==> config.mk <==
export PLATFORM = sky130hd
export DESIGN_NAME = pzcorebus_buffered_downsizer_request_path_flat
export DESIGN_NICKNAME = d
export VERILOG_FILES = /design/src/rtl/pzcorebus_buffered_downsizer_request_path_pkg.sv /design/src/rtl/pzcorebus_buffered_downsizer_request_path_if.sv /design/src/rtl/pzcorebus_buffered_downsizer_request_path_cmd_fifo.sv /design/src/rtl/pzcorebus_buffered_downsizer_request_path.sv /design/src/flat_wrapper.sv
export SDC_FILE = /design/constraint.sdc
export NUM_CORES = 1
export LEC_CHECK = 0
export ABC_AREA = 1
export CORE_AREA = 5 5 200 202
export CTS_BUF_LIST = sky130_fd_sc_hd__clkbuf_2
export DETAILED_ROUTE_END_ITERATION = 8
export DIE_AREA = 0 0 205 207
export SYNTH_ARGS = -nofsm -noshare
export SYNTH_HDL_FRONTEND = slang
export SYNTH_SLANG_ARGS = --single-unit
==> constraint.sdc <==
create_clock -name i_clk -period 3.09 [get_ports i_clk]
set_input_delay 0.4635 -clock i_clk [delete_from_list [all_inputs] [get_ports i_clk]]
set_output_delay 0.4635 -clock i_clk [all_outputs]
set_load 0.01 [all_outputs]
==> src/rtl/pzcorebus_buffered_downsizer_request_path_pkg.sv <==
// Shared types for the downsizer request path: command encoding,
// command classification helpers and the write-data FSM states.
package pzcorebus_buffered_downsizer_request_path_pkg;

    typedef enum logic [2:0] {
        PZCOREBUS_NULL               = 3'b000,
        PZCOREBUS_MESSAGE            = 3'b001,
        PZCOREBUS_MESSAGE_NON_POSTED = 3'b011,
        PZCOREBUS_READ               = 3'b100,
        PZCOREBUS_WRITE              = 3'b101,
        PZCOREBUS_ATOMIC             = 3'b110,
        PZCOREBUS_WRITE_NON_POSTED   = 3'b111
    } pzcorebus_command_type;

    typedef enum logic [1:0] {
        CMD_KIND_NO_DATA,
        CMD_KIND_DATA,
        CMD_KIND_DATA_NO_OFFSET
    } pzcorebus_command_kind;

    typedef enum logic {
        DATA_IDLE,
        DATA_BURST
    } data_state_t;

    function automatic pzcorebus_command_kind get_command_kind(
        pzcorebus_command_type cmd
    );
        pzcorebus_command_kind kind;
        unique case (1'b1)
            (cmd inside {PZCOREBUS_WRITE, PZCOREBUS_WRITE_NON_POSTED}):
                kind = CMD_KIND_DATA;
            (cmd inside {PZCOREBUS_ATOMIC, PZCOREBUS_MESSAGE_NON_POSTED}):
                kind = CMD_KIND_DATA_NO_OFFSET;
            default:
                kind = CMD_KIND_NO_DATA;
        endcase
        return kind;
    endfunction

    function automatic logic is_command_with_data(
        pzcorebus_command_type cmd
    );
        return get_command_kind(cmd) != CMD_KIND_NO_DATA;
    endfunction

    // Atomics and messages carry their payload from unit 0 of the bus.
    function automatic logic is_no_offset_command(
        pzcorebus_command_type cmd
    );
        return get_command_kind(cmd) == CMD_KIND_DATA_NO_OFFSET;
    endfunction

endpackage

==> src/rtl/pzcorebus_buffered_downsizer_request_path_if.sv <==
// Corebus request-side bundle: command channel plus write-data channel.
// The master drives command/data, the slave answers with accepts.
interface pzcorebus_buffered_downsizer_request_path_if #(
    parameter int DATA_WIDTH    = 64,
    parameter int ADDRESS_WIDTH = 64,
    parameter int LENGTH_WIDTH  = 8
) ();
    import pzcorebus_buffered_downsizer_request_path_pkg::*;

    logic                      mcmd_valid;
    logic                      scmd_accept;
    pzcorebus_command_type     mcmd;
    logic [ADDRESS_WIDTH-1:0]  maddr;
    logic [LENGTH_WIDTH-1:0]   mlength;
    logic                      mdata_valid;
    logic                      sdata_accept;
    logic [DATA_WIDTH-1:0]     mdata;
    logic [DATA_WIDTH/8-1:0]   mdata_byteen;
    logic                      mdata_last;

    modport master (
        output mcmd_valid,
        output mcmd,
        output maddr,
        output mlength,
        input  scmd_accept,
        output mdata_valid,
        output mdata,
        output mdata_byteen,
        output mdata_last,
        input  sdata_accept
    );

    modport slave (
        input  mcmd_valid,
        input  mcmd,
        input  maddr,
        input  mlength,
        output scmd_accept,
        input  mdata_valid,
        input  mdata,
        input  mdata_byteen,
        input  mdata_last,
        output sdata_accept
    );

endinterface

==> src/rtl/pzcorebus_buffered_downsizer_request_path_cmd_fifo.sv <==
// Small command-info FIFO with registered empty/full flags and
// unregistered head read.
module pzcorebus_buffered_downsizer_request_path_cmd_fifo #(
    parameter int WIDTH = 8,
    parameter int DEPTH = 4
) (
    input  logic             i_clk,
    input  logic             i_rst_n,
    input  logic             i_push,
    input  logic [WIDTH-1:0] i_data,
    input  logic             i_pop,
    output logic [WIDTH-1:0] o_data,
    output logic             o_empty,
    output logic             o_full
);
    localparam int PW   = (DEPTH > 1) ? $clog2(DEPTH) : 1;
    localparam int CNTW = $clog2(DEPTH + 1);
    localparam logic [PW-1:0]   LAST_PTR = PW'(DEPTH - 1);
    localparam logic [CNTW-1:0] FULL_CNT = CNTW'(DEPTH);

    logic [WIDTH-1:0] mem [DEPTH];
    logic [PW-1:0]    wptr;
    logic [PW-1:0]    rptr;
    logic [CNTW-1:0]  count;
    logic [CNTW-1:0]  count_next;
    logic             do_push;
    logic             do_pop;

    function automatic logic [PW-1:0] next_ptr(logic [PW-1:0] p);
        return (p == LAST_PTR) ? '0 : p + PW'(1);
    endfunction

    assign do_push = i_push & !o_full;
    assign do_pop  = i_pop & !o_empty;
    assign o_data  = mem[rptr];

    always_comb begin
        count_next = count;
        case ({do_push, do_pop})
            2'b10:   count_next = count + CNTW'(1);
            2'b01:   count_next = count - CNTW'(1);
            default: count_next = count;
        endcase
    end

    always_ff @(posedge i_clk) begin
        if (do_push) begin
            mem[wptr] <= i_data;
        end
    end

    always_ff @(posedge i_clk or negedge i_rst_n) begin
        if (!i_rst_n) begin
            wptr    <= '0;
            rptr    <= '0;
            count   <= '0;
            o_empty <= 1'b1;
            o_full  <= 1'b0;
        end else begin
            if (do_push) begin
                wptr <= next_ptr(wptr);
            end
            if (do_pop) begin
                rptr <= next_ptr(rptr);
            end
            count   <= count_next;
            o_empty <= count_next == '0;
            o_full  <= count_next == FULL_CNT;
        end
    end

endmodule

==> src/rtl/pzcorebus_buffered_downsizer_request_path.sv <==
// Request path of the corebus downsizer: splits wide write beats into
// narrow ones, queuing per-command offset/length until data arrives.
module pzcorebus_buffered_downsizer_request_path
    import pzcorebus_buffered_downsizer_request_path_pkg::*;
#(
    parameter int SLAVE_DATA_WIDTH    = 256,
    parameter int MASTER_DATA_WIDTH   = 64,
    parameter int UNIT_DATA_WIDTH     = 32,
    parameter int ADDRESS_WIDTH       = 64,
    parameter int LENGTH_WIDTH        = 8,
    parameter int CMD_FIFO_DEPTH      = 4,
    parameter bit ALIGNED_ACCESS_ONLY = 1'b0
) (
    input  logic i_clk,
    input  logic i_rst_n,
    pzcorebus_buffered_downsizer_request_path_if.slave  slave_if,
    pzcorebus_buffered_downsizer_request_path_if.master master_if,
    output logic o_protocol_error
);
    localparam int RATIO     = SLAVE_DATA_WIDTH / MASTER_DATA_WIDTH;
    localparam int DATA_SIZE = MASTER_DATA_WIDTH / UNIT_DATA_WIDTH;
    localparam int CW        = (RATIO > 1) ? $clog2(RATIO) : 1;
    localparam int MLSB      = $clog2(MASTER_DATA_WIDTH) - 3;
    localparam int ULSB      = $clog2(UNIT_DATA_WIDTH) - 3;
    localparam int OW        = (DATA_SIZE > 1) ? $clog2(DATA_SIZE) : 1;
    localparam int LEN_W     = LENGTH_WIDTH + 1;
    localparam int FIFO_W    = LEN_W + CW;

    localparam logic [LEN_W-1:0] DS_LEN   = LEN_W'(DATA_SIZE);
    localparam logic [CW-1:0]    LAST_CNT = CW'(RATIO - 1);

    pzcorebus_command_type    cmd;
    logic [ADDRESS_WIDTH-1:0] addr;
    logic                     with_data;
    logic                     no_off;
    logic                     cmd_block;
    logic                     cmd_push_hs;

    logic [CW-1:0]     init_cnt;
    logic [OW-1:0]     init_off;
    logic [LEN_W-1:0]  init_len;

    logic              fifo_push;
    logic              fifo_pop;
    logic              fifo_empty;
    logic              fifo_full;
    logic [FIFO_W-1:0] fifo_head;
    logic [LEN_W-1:0]  head_len;
    logic [CW-1:0]     head_cnt;

    data_state_t       state_q;
    logic [LEN_W-1:0]  len_q;
    logic [CW-1:0]     cnt_q;

    logic              src_valid;
    logic              bypass;
    logic [LEN_W-1:0]  cur_len;
    logic [CW-1:0]     cur_cnt;
    logic [CW-1:0]     sel;
    logic              final_beat;
    logic              consume;
    logic              beat_hs;
    logic              slave_hs;

    assign cmd  = slave_if.mcmd;
    assign addr = slave_if.maddr;

    assign with_data = is_command_with_data(cmd);
    assign no_off    = ALIGNED_ACCESS_ONLY || is_no_offset_command(cmd);
    assign cmd_block = with_data & fifo_full;

    assign master_if.mcmd_valid = slave_if.mcmd_valid & !cmd_block;
    assign slave_if.scmd_accept = master_if.scmd_accept & !cmd_block;
    assign master_if.mcmd       = cmd;
    assign master_if.maddr      = addr;
    assign master_if.mlength    = slave_if.mlength;

    assign cmd_push_hs = slave_if.mcmd_valid & master_if.scmd_accept
                       & with_data & !fifo_full;

    always_comb begin
        init_cnt = '0;
        init_off = '0;
        if (!no_off && RATIO > 1) begin
            init_cnt = addr[MLSB +: CW];
        end
        if (!no_off && DATA_SIZE > 1) begin
            init_off = addr[ULSB +: OW];
        end
        init_len = LEN_W'(slave_if.mlength) + LEN_W'(init_off);
    end

    // A command whose first beat leaves on the same cycle is never queued.
    assign fifo_push = cmd_push_hs & !(bypass & beat_hs);
    assign fifo_pop  = beat_hs & (state_q == DATA_IDLE) & !bypass;

    pzcorebus_buffered_downsizer_request_path_cmd_fifo #(
        .WIDTH (FIFO_W),
        .DEPTH (CMD_FIFO_DEPTH)
    ) u_cmd_fifo (
        .i_clk   (i_clk),
        .i_rst_n (i_rst_n),
        .i_push  (fifo_push),
        .i_data  ({init_len, init_cnt}),
        .i_pop   (fifo_pop),
        .o_data  (fifo_head),
        .o_empty (fifo_empty),
        .o_full  (fifo_full)
    );

    assign {head_len, head_cnt} = fifo_head;

    always_comb begin
        src_valid = 1'b0;
        bypass    = 1'b0;
        cur_len   = len_q;
        cur_cnt   = cnt_q;
        unique case (1'b1)
            (state_q == DATA_BURST): begin
                src_valid = 1'b1;
            end
            (state_q == DATA_IDLE && !fifo_empty): begin
                src_valid = 1'b1;
                cur_len   = head_len;
                cur_cnt   = head_cnt;
            end
            (state_q == DATA_IDLE && fifo_empty && cmd_push_hs): begin
                src_valid = 1'b1;
                bypass    = 1'b1;
                cur_len   = init_len;
                cur_cnt   = init_cnt;
            end
            default: begin
                src_valid = 1'b0;
            end
        endcase
    end

    assign final_beat = cur_len <= DS_LEN;
    assign consume    = final_beat | (cur_cnt == LAST_CNT);
    assign sel        = (RATIO > 1) ? cur_cnt : '0;

    assign master_if.mdata_valid  = slave_if.mdata_valid & src_valid;
    assign slave_if.sdata_accept  = master_if.sdata_accept & consume
                                  & src_valid;
    assign master_if.mdata_last   = final_beat;
    assign master_if.mdata        =
        slave_if.mdata[sel*MASTER_DATA_WIDTH +: MASTER_DATA_WIDTH];
    assign master_if.mdata_byteen =
        slave_if.mdata_byteen[sel*(MASTER_DATA_WIDTH/8) +: MASTER_DATA_WIDTH/8];

    assign beat_hs  = master_if.mdata_valid & master_if.sdata_accept;
    assign slave_hs = slave_if.mdata_valid & slave_if.sdata_accept;

    always_ff @(posedge i_clk or negedge i_rst_n) begin
        if (!i_rst_n) begin
            state_q          <= DATA_IDLE;
            len_q            <= '0;
            cnt_q            <= '0;
            o_protocol_error <= 1'b0;
        end else begin
            o_protocol_error <= slave_hs
                              & (slave_if.mdata_last != final_beat);
            if (beat_hs) begin
                len_q   <= cur_len - DS_LEN;
                cnt_q   <= (RATIO > 1) ? cur_cnt + CW'(1) : '0;
                state_q <= final_beat ? DATA_IDLE : DATA_BURST;
            end
        end
    end

endmodule

==> src/flat_wrapper.sv <==
// flat-port wrapper written by rule: the top's interface ports become plain ports
module pzcorebus_buffered_downsizer_request_path_flat import pzcorebus_buffered_downsizer_request_path_pkg::*;
#(
    parameter int SLAVE_DATA_WIDTH    = 256,
    parameter int MASTER_DATA_WIDTH   = 64,
    parameter int UNIT_DATA_WIDTH     = 32,
    parameter int ADDRESS_WIDTH       = 64,
    parameter int LENGTH_WIDTH        = 8,
    parameter int CMD_FIFO_DEPTH      = 4,
    parameter bit ALIGNED_ACCESS_ONLY = 1'b0
)
  (i_clk, i_rst_n, o_protocol_error, slave_if_mcmd_valid, slave_if_mcmd, slave_if_maddr, slave_if_mlength, slave_if_scmd_accept, slave_if_mdata_valid, slave_if_mdata, slave_if_mdata_byteen, slave_if_mdata_last, slave_if_sdata_accept, master_if_mcmd_valid, master_if_mcmd, master_if_maddr, master_if_mlength, master_if_scmd_accept, master_if_mdata_valid, master_if_mdata, master_if_mdata_byteen, master_if_mdata_last, master_if_sdata_accept);
  pzcorebus_buffered_downsizer_request_path_if #(.DATA_WIDTH((256)), .ADDRESS_WIDTH(ADDRESS_WIDTH), .LENGTH_WIDTH(LENGTH_WIDTH)) slave_if_i ();
  pzcorebus_buffered_downsizer_request_path_if #(.DATA_WIDTH((64)), .ADDRESS_WIDTH(ADDRESS_WIDTH), .LENGTH_WIDTH(LENGTH_WIDTH)) master_if_i ();
  input  logic i_clk;
  input  logic i_rst_n;
  output logic o_protocol_error;
  input wire logic [$bits(slave_if_i.mcmd_valid)-1:0] slave_if_mcmd_valid;
  input wire logic [$bits(slave_if_i.mcmd)-1:0] slave_if_mcmd;
  input wire logic [$bits(slave_if_i.maddr)-1:0] slave_if_maddr;
  input wire logic [$bits(slave_if_i.mlength)-1:0] slave_if_mlength;
  output wire logic [$bits(slave_if_i.scmd_accept)-1:0] slave_if_scmd_accept;
  input wire logic [$bits(slave_if_i.mdata_valid)-1:0] slave_if_mdata_valid;
  input wire logic [$bits(slave_if_i.mdata)-1:0] slave_if_mdata;
  input wire logic [$bits(slave_if_i.mdata_byteen)-1:0] slave_if_mdata_byteen;
  input wire logic [$bits(slave_if_i.mdata_last)-1:0] slave_if_mdata_last;
  output wire logic [$bits(slave_if_i.sdata_accept)-1:0] slave_if_sdata_accept;
  output wire logic [$bits(master_if_i.mcmd_valid)-1:0] master_if_mcmd_valid;
  output wire logic [$bits(master_if_i.mcmd)-1:0] master_if_mcmd;
  output wire logic [$bits(master_if_i.maddr)-1:0] master_if_maddr;
  output wire logic [$bits(master_if_i.mlength)-1:0] master_if_mlength;
  input wire logic [$bits(master_if_i.scmd_accept)-1:0] master_if_scmd_accept;
  output wire logic [$bits(master_if_i.mdata_valid)-1:0] master_if_mdata_valid;
  output wire logic [$bits(master_if_i.mdata)-1:0] master_if_mdata;
  output wire logic [$bits(master_if_i.mdata_byteen)-1:0] master_if_mdata_byteen;
  output wire logic [$bits(master_if_i.mdata_last)-1:0] master_if_mdata_last;
  input wire logic [$bits(master_if_i.sdata_accept)-1:0] master_if_sdata_accept;
  assign slave_if_i.mcmd_valid = slave_if_mcmd_valid;
  assign slave_if_i.mcmd = slave_if_mcmd;
  assign slave_if_i.maddr = slave_if_maddr;
  assign slave_if_i.mlength = slave_if_mlength;
  assign slave_if_scmd_accept = slave_if_i.scmd_accept;
  assign slave_if_i.mdata_valid = slave_if_mdata_valid;
  assign slave_if_i.mdata = slave_if_mdata;
  assign slave_if_i.mdata_byteen = slave_if_mdata_byteen;
  assign slave_if_i.mdata_last = slave_if_mdata_last;
  assign slave_if_sdata_accept = slave_if_i.sdata_accept;
  assign master_if_mcmd_valid = master_if_i.mcmd_valid;
  assign master_if_mcmd = master_if_i.mcmd;
  assign master_if_maddr = master_if_i.maddr;
  assign master_if_mlength = master_if_i.mlength;
  assign master_if_i.scmd_accept = master_if_scmd_accept;
  assign master_if_mdata_valid = master_if_i.mdata_valid;
  assign master_if_mdata = master_if_i.mdata;
  assign master_if_mdata_byteen = master_if_i.mdata_byteen;
  assign master_if_mdata_last = master_if_i.mdata_last;
  assign master_if_i.sdata_accept = master_if_sdata_accept;
  pzcorebus_buffered_downsizer_request_path #(.SLAVE_DATA_WIDTH(SLAVE_DATA_WIDTH), .MASTER_DATA_WIDTH(MASTER_DATA_WIDTH), .UNIT_DATA_WIDTH(UNIT_DATA_WIDTH), .ADDRESS_WIDTH(ADDRESS_WIDTH), .LENGTH_WIDTH(LENGTH_WIDTH), .CMD_FIFO_DEPTH(CMD_FIFO_DEPTH), .ALIGNED_ACCESS_ONLY(ALIGNED_ACCESS_ONLY)) u_core (.i_clk(i_clk), .i_rst_n(i_rst_n), .slave_if(slave_if_i), .master_if(master_if_i), .o_protocol_error(o_protocol_error));
endmodule
==> impl_metrics.tcl, run 1 <==
set metrics [dict create \
    gp_congestion 0.897 \
    ys_top_cells_by_area "edfxtp_1 21%, nand2_1 11%, buf_4 9.6%" \
    syn_area_um2 6280 \
    violations "setup timing" \
    cp_slowest_cell "dfstp_2" \
    grt_usage_pct 15.9 \
    syn2layout_area_growth_pct 109 \
    cts_tree "done" \
    via_count 8580 \
    die_w_um 205 \
    drc 0 \
    grt_overflow_total 0 \
    combPwrFrac_pct 88.2 \
    slew_headroom_pct 15.8 \
    grt_pass1_vias 8647 \
    status "finished with violations" \
    fin_nets 1816 \
    synth_edf_count 44 \
    synthFlopType "edfxtp_1" \
    netlist-cell-type-count 32 \
    dp_hpwl_um 26700 \
    fp-row-count 72 \
    cp_max_fo 7 \
    cp.required_ns 2.63 \
    crit_family "buffers and inverters" \
    yosys.area.top_type "edfxtp_1" \
    setup_viol 69 \
    hold_viol_final 0 \
    cts-root-buf "clkbuf_2" \
    powerDensity_nw_per_um2 1040 \
    port_buffers 400 \
    vias_per_cell 4.37 \
    routed_wl_um 36700 \
    p_sw_share_pct 48.3 \
    grt_pass1_wl_um 52200 \
    synth_top_area_share_pct 21.0 \
    cp_num_buf_inv 5 \
    met1_usage_pct 19.2 \
    initial_utilization_pct 16.5 \
    timing.fmax_mhz 310 \
    switchingPower_mw 6.58 \
    p_seq_share_pct 8.8 \
    antenna_found_initial 7 \
    synthCells 959 \
    intPower_mw 7.05 \
    skew_ns 0.0357 \
    insertion_delay_ns 0.53 \
    numClockSinks 66 \
    worstPathCellList "nand2_4 -> buf_6 -> nor3_4 -> nand2_1 -> nand3_2 -> o21ai_4 -> buf_6 -> buf_12 -> buf_12 -> o21ai_2 -> a21oi_2 -> a31oi_1 -> buf_2" \
    cts_hold_buf 0 \
    yosys_warnings 0 \
    place_ws_ns -1.02 \
    startpoint_type "flop" \
    use_met2_pct 26.7 \
    critPathKind "flop to primary output" \
    antenna_left 0 \
    synth-seq-area-share_pct 29.8 \
    fin_ws_ns -0.134 \
    p_leak_nw 5.66 \
    wl_per_cell_um 18.7 \
    yosysMostFrequentCell "nand2_1" \
    fin_crit_ns 3.22 \
    dieArea_um2 42400 \
    drive_gt1_share_pct 33.7 \
    final_core_util_pct 34.4 \
    p_clk_share_pct 3.0 \
    core_area_um2 38100 \
    hold_class "primary input to asynchronous set/reset pin" \
    numCtsBuffers 9 \
    grt_max_degree 37 \
    grt_busiest_layer "met2" \
    avgSynthCellArea_um2 6.55 \
    synth_common_cells "189 x nand2_1, 125 x inv_1, 109 x nand3_1, 80 x buf_4, 77 x a21oi_1" \
    first_iter_violations 568 \
    slew_viol_final 0 \
    max-cap-violations 0 \
    io_pins 523 \
    worst_ep_arrival_time_ns 2.76 \
    first_pass_iters 5 \
    use_met3_pct 4.86 \
    endpoint_kind "primary output" \
    die_h_um 207 \
    vdd_drop_max_mv 0.520 \
    clock_tree.buffer_depth 2 \
    htreeDepth 3 \
    clk_pin_slew_ns 0.19 \
    async_flop_share_pct 33.3 \
    rsz0062_at_grt "true" \
    cpPeakStageDelay_ns 0.60 \
    final.period_utilization_pct 104 \
    ys_ff_latch 66 \
    fin_area_um2 13100 \
    worst-slew-pin-transition_ns 1.26 \
    hold-worst-slack_ns 0.464 \
    synth_nets 1340 \
    placed_area_um2 11100 \
]
## sequential cells by signal, indices dropped and copies added, names as in the netlist
name,flops
u_core.o_protocol_error,1
u_core.len_q,9
u_core.u_cmd_fifo.o_full,1
u_core.u_cmd_fifo.wptr,2
u_core.u_cmd_fifo.rptr,2
u_core.cnt_q,2
u_core.u_cmd_fifo.mem,44
u_core.state_q,1
u_core.u_cmd_fifo.o_empty,1
u_core.u_cmd_fifo.count,3
## metrics by stage
stage	std cells	TNS [ns]	power [mW]
5_1_grt	1961	-15.42	14.5
3_3_place_gp	1861	-64.94	9.94
6_report	1963	-4.25	13.6
2_1_floorplan	959	0	5.32
4_1_cts	1942	-7.40	12.5
3_5_place_dp	1861	-66.39	9.98
## path summary, 6_finish.rpt
path	start	endpoint	slack, ns	cells past startpoint
setup / recovery	u_core.u_cmd_fifo.o_empty	master_if_mdata[6]	-0.13	13
setup reg to reg	u_core.u_cmd_fifo.o_empty	u_core.len_q[6]	0.13	22
max in group asynchronous	i_rst_n	u_core.u_cmd_fifo.rptr[0]	1.94	1
hold / removal	i_rst_n	u_core.len_q[6]	0.46	1
hold reg to reg	u_core.len_q[8]	u_core.len_q[8]	0.50	2
min in group i_clk	u_core.len_q[8]	u_core.len_q[8]	0.50	2
## cells by family (layout without fill, tap and decap cells)
| logic type | Yosys count | after routing | synth area share (%) |
|---|---|---|---|
| flip-flops | 66 | 66 | 29.8 |
| AO/OA/AOI/OAI | 251 | 251 | 21.7 |
| other | 0 | 5 | 0 |
| buffers and inverters | 265 | 746 | 20.8 |
| AND/OR/NAND/NOR | 360 | 360 | 24.5 |
| adder cells (fa/ha/maj) | 11 | 11 | 2.31 |
| XOR/XNOR | 6 | 6 | 0.836 |
## area by class of cell
type / instances / area (µm²)
Clock inverter: 5 / 22.5
Tap cell: 518 / 648
Timing Repair Buffer: 601 / 5960
Sequential cell: 66 / 1870
Clock buffer: 11 / 55.1
Antenna cell: 5 / 12.5
Inverter: 129 / 504
Fill cell: 3988 / 25000
Multi-Input combinational cell: 628 / 4030
## routing by layer
layer	share of wire, %	wire length [µm]
met5	0.035	13
met4	3.5	1290
met3	9.6	3500
met2	47	17100
met1	40	14800
## repair_timing
action / in CTS / in global routing
resized for setup: 507 / 166
endpoints found under the setup margin: 74 / 77
pin swaps: 42 / 51
setup buffers: 56 / 24
cloned: 11 / 5
## cells in the final DEF (no fill, tap or decap), types with 3 or more instances in the layout
cell type / netlist / final
a21oi_1: 77 / 42
nor2_2: 3 / 11
buf_4: 80 / 116
clkbuf_2: 0 / 11
buf_8: 0 / 12
edfxtp_1: 44 / 44
a31oi_2: 0 / 5
buf_2: 11 / 66
nand3_1: 109 / 101
dfrtp_1: 21 / 20
xnor2_1: 3 / 3
buf_6: 0 / 48
diode_2: 0 / 5
nor2_4: 0 / 10
inv_2: 4 / 7
a31oi_4: 0 / 8
nand2_2: 0 / 23
o21ai_4: 0 / 14
clkdlybuf4s50_1: 0 / 322
o21ai_2: 2 / 51
a21oi_4: 0 / 6
nand2_4: 2 / 6
ha_2: 0 / 3
a31oi_1: 73 / 60
nand2_1: 189 / 161
nor2_1: 51 / 33
clkbuf_16: 0 / 5
nand3_2: 1 / 8
o21ai_0: 20 / 17
buf_12: 0 / 23
clkinv_2: 0 / 3
xor2_1: 3 / 3
a21oi_2: 2 / 31
o21ai_1: 75 / 15
buf_16: 0 / 8
inv_1: 125 / 118
ha_1: 10 / 7
## power groups by stage
stage                     Sequential (mW)  Clock [mW]  Combinational, mW
final                                1.20       0.403               12.0
after detailed placement             1.21           0               8.77
after global placement               1.21           0               8.73
after floorplan                      1.19           0               4.13
after CTS                            1.20       0.415               10.8
after global routing                 1.22       0.458               12.9
(Power assumes the default switching activity.)
==> run 2: changes to the inputs <==
--- a/config.mk
+++ b/config.mk
@@ -10,6 +10,7 @@
 export CTS_BUF_LIST = sky130_fd_sc_hd__clkbuf_2
 export DETAILED_ROUTE_END_ITERATION = 8
 export DIE_AREA = 0 0 205 207
+export SKIP_CTS_REPAIR_TIMING = 1
 export SYNTH_ARGS = -nofsm -noshare
 export SYNTH_HDL_FRONTEND = slang
 export SYNTH_SLANG_ARGS = --single-unit
==> impl_metrics.tcl, run 2 (synthesis results as in run 1) <==
set metrics [dict create \
    core_area_um2 38100 \
    fillers 4095 \
    crit_family "buffers and inverters" \
    grt_max_degree 66 \
    wl_per_cell_um 18.7 \
    hold_class "primary input to asynchronous set/reset pin" \
    fin_nets 1771 \
    port_buffers 400 \
    final_core_util_pct 31.6 \
    grt_pass1_vias 8108 \
    final_cells 1918 \
    cpPeakStageDelay_ns 0.59 \
    numCtsBuffers 9 \
    first_iter_violations 470 \
    r2r_start "u_core.u_cmd_fifo.o_empty" \
    syn2layout_area_growth_pct 91.8 \
    numPlacedInstances 1861 \
    fin_crit_ns 3.32 \
    reg_top3 "u_core.u_cmd_fifo.mem: 44 flops, u_core.len_q: 9 flops, u_core.u_cmd_fifo.count: 3 flops" \
    grt_overflow_total 0 \
    regMostFlops "u_core.u_cmd_fifo.mem" \
    initial_utilization_pct 16.5 \
    antenna_found_initial 7 \
    r2r_setup_slack_ns 0.21 \
    drive_gt1_share_pct 27.2 \
    fp-row-count 72 \
    grt_usage_pct 14.1 \
    final.period_utilization_pct 107 \
    place_ws_ns -1.02 \
    met1_usage_pct 16.7 \
    p_leak_nw 5.25 \
    rsz0062_at_grt "true" \
    htreeDepth 3 \
    violations "setup timing" \
    die_w_um 205 \
    via_count 8329 \
    hold_viol_final 0 \
    worst_ep_arrival_time_ns 2.86 \
    setup_viol 70 \
    use_met3_pct 4.74 \
    dp_hpwl_um 26700 \
    layout_common_cells "323 x clkdlybuf4s50_1, 182 x nand2_1, 122 x inv_1" \
    worst-slew-pin-transition_ns 1.24 \
    max-cap-violations 0 \
    clock_tree.buffer_depth 2 \
    slew_viol_final 0 \
    startpoint_type "flop" \
    routed_wl_um 35900 \
    cts_tree "done" \
    grt_pass1_wl_um 47100 \
    critPathKind "flop to primary output" \
    worstPathCellList "nand2_4 -> buf_6 -> nor3_4 -> nand2_1 -> nand3_2 -> o21ai_4 -> buf_12 -> buf_6 -> buf_12 -> o21ai_2 -> a21oi_1 -> a31oi_1 -> buf_2" \
    final.setup.tns_ns -3.97 \
    die_h_um 207 \
    largest_register_ffs 44 \
    powerDensity_nw_per_um2 978 \
    multi_input_area_um2 3680 \
    fin_ws_ns -0.232 \
    regArea_um2 1870 \
    dieArea_um2 42400 \
    io_pins 523 \
    cp-startpoint "u_core.u_cmd_fifo.o_empty" \
    hold-worst-slack_ns 0.461 \
    use_met2_pct 23.5 \
    clk_pin_slew_ns 0.18 \
    endpoint_kind "primary output" \
    timing.fmax_mhz 301 \
    drc 0 \
    final_common_cell "clkdlybuf4s50_1" \
    cp_slowest_cell "dfstp_2" \
    first_pass_iters 5 \
    vias_per_cell 4.34 \
    cp.required_ns 2.63 \
    insertion_delay_ns 0.53 \
    grt_busiest_layer "met2" \
    slew_headroom_pct 17.0 \
    antenna_left 0 \
    vdd_drop_max_mv 0.458 \
    skew_ns 0.0333 \
    numClockSinks 66 \
    cts-root-buf "clkbuf_2" \
    cp_max_fo 7 \
    status "finished with violations" \
    gp_congestion 0.897 \
    cp_num_buf_inv 5 \
]
run 2: cell type report:
cell class / instances / area share (%)
multi-input combinational: 629 / 30.5
timing repair buffer: 555 / 43.7
sequential: 66 / 15.6
clock inverter: 5 / 0.187
antenna: 5 / 0.104
inverter: 129 / 4.06
clock buffer: 11 / 0.457
tap: 518 / 5.38
run 2: path summary, 6_finish.rpt:
| kind | end | cells after the start |
|---|---|---|
| max reg2reg | u_core.u_cmd_fifo.mem[0][1] | 9 |
| min in group i_clk | u_core.u_cmd_fifo.count[0] | 1 |
| max in group asynchronous | u_core.u_cmd_fifo.rptr[0] | 1 |
| min | u_core.len_q[6] | 1 |
| max | master_if_mdata_byteen[5] | 13 |
| min reg2reg | u_core.u_cmd_fifo.count[0] | 1 |
run 2: per-stage QoR:
stage	instance area, µm²	power [mW]
2_1_floorplan	6280	5.32
3_3_place_gp	11100	9.94
3_5_place_dp	11100	9.98
4_1_cts	11200	10.4
5_1_grt	12000	12.7
6_report	12100	11.8
run 2: per-layer routing:
metal	routed length, µm	vias to the layer above
met1	14700	3807
met3	3290	72
met5	13	-
met4	1190	2
li1	-	4018
met2	16700	430
run 2: where the power goes:
part           internal, mW  leakage (nW)  switching, mW
Combinational          4.61          4.52           5.56
Sequential             1.10         0.671          0.105
Clock                 0.103        0.0606          0.296
Total                  5.82          5.25           5.97
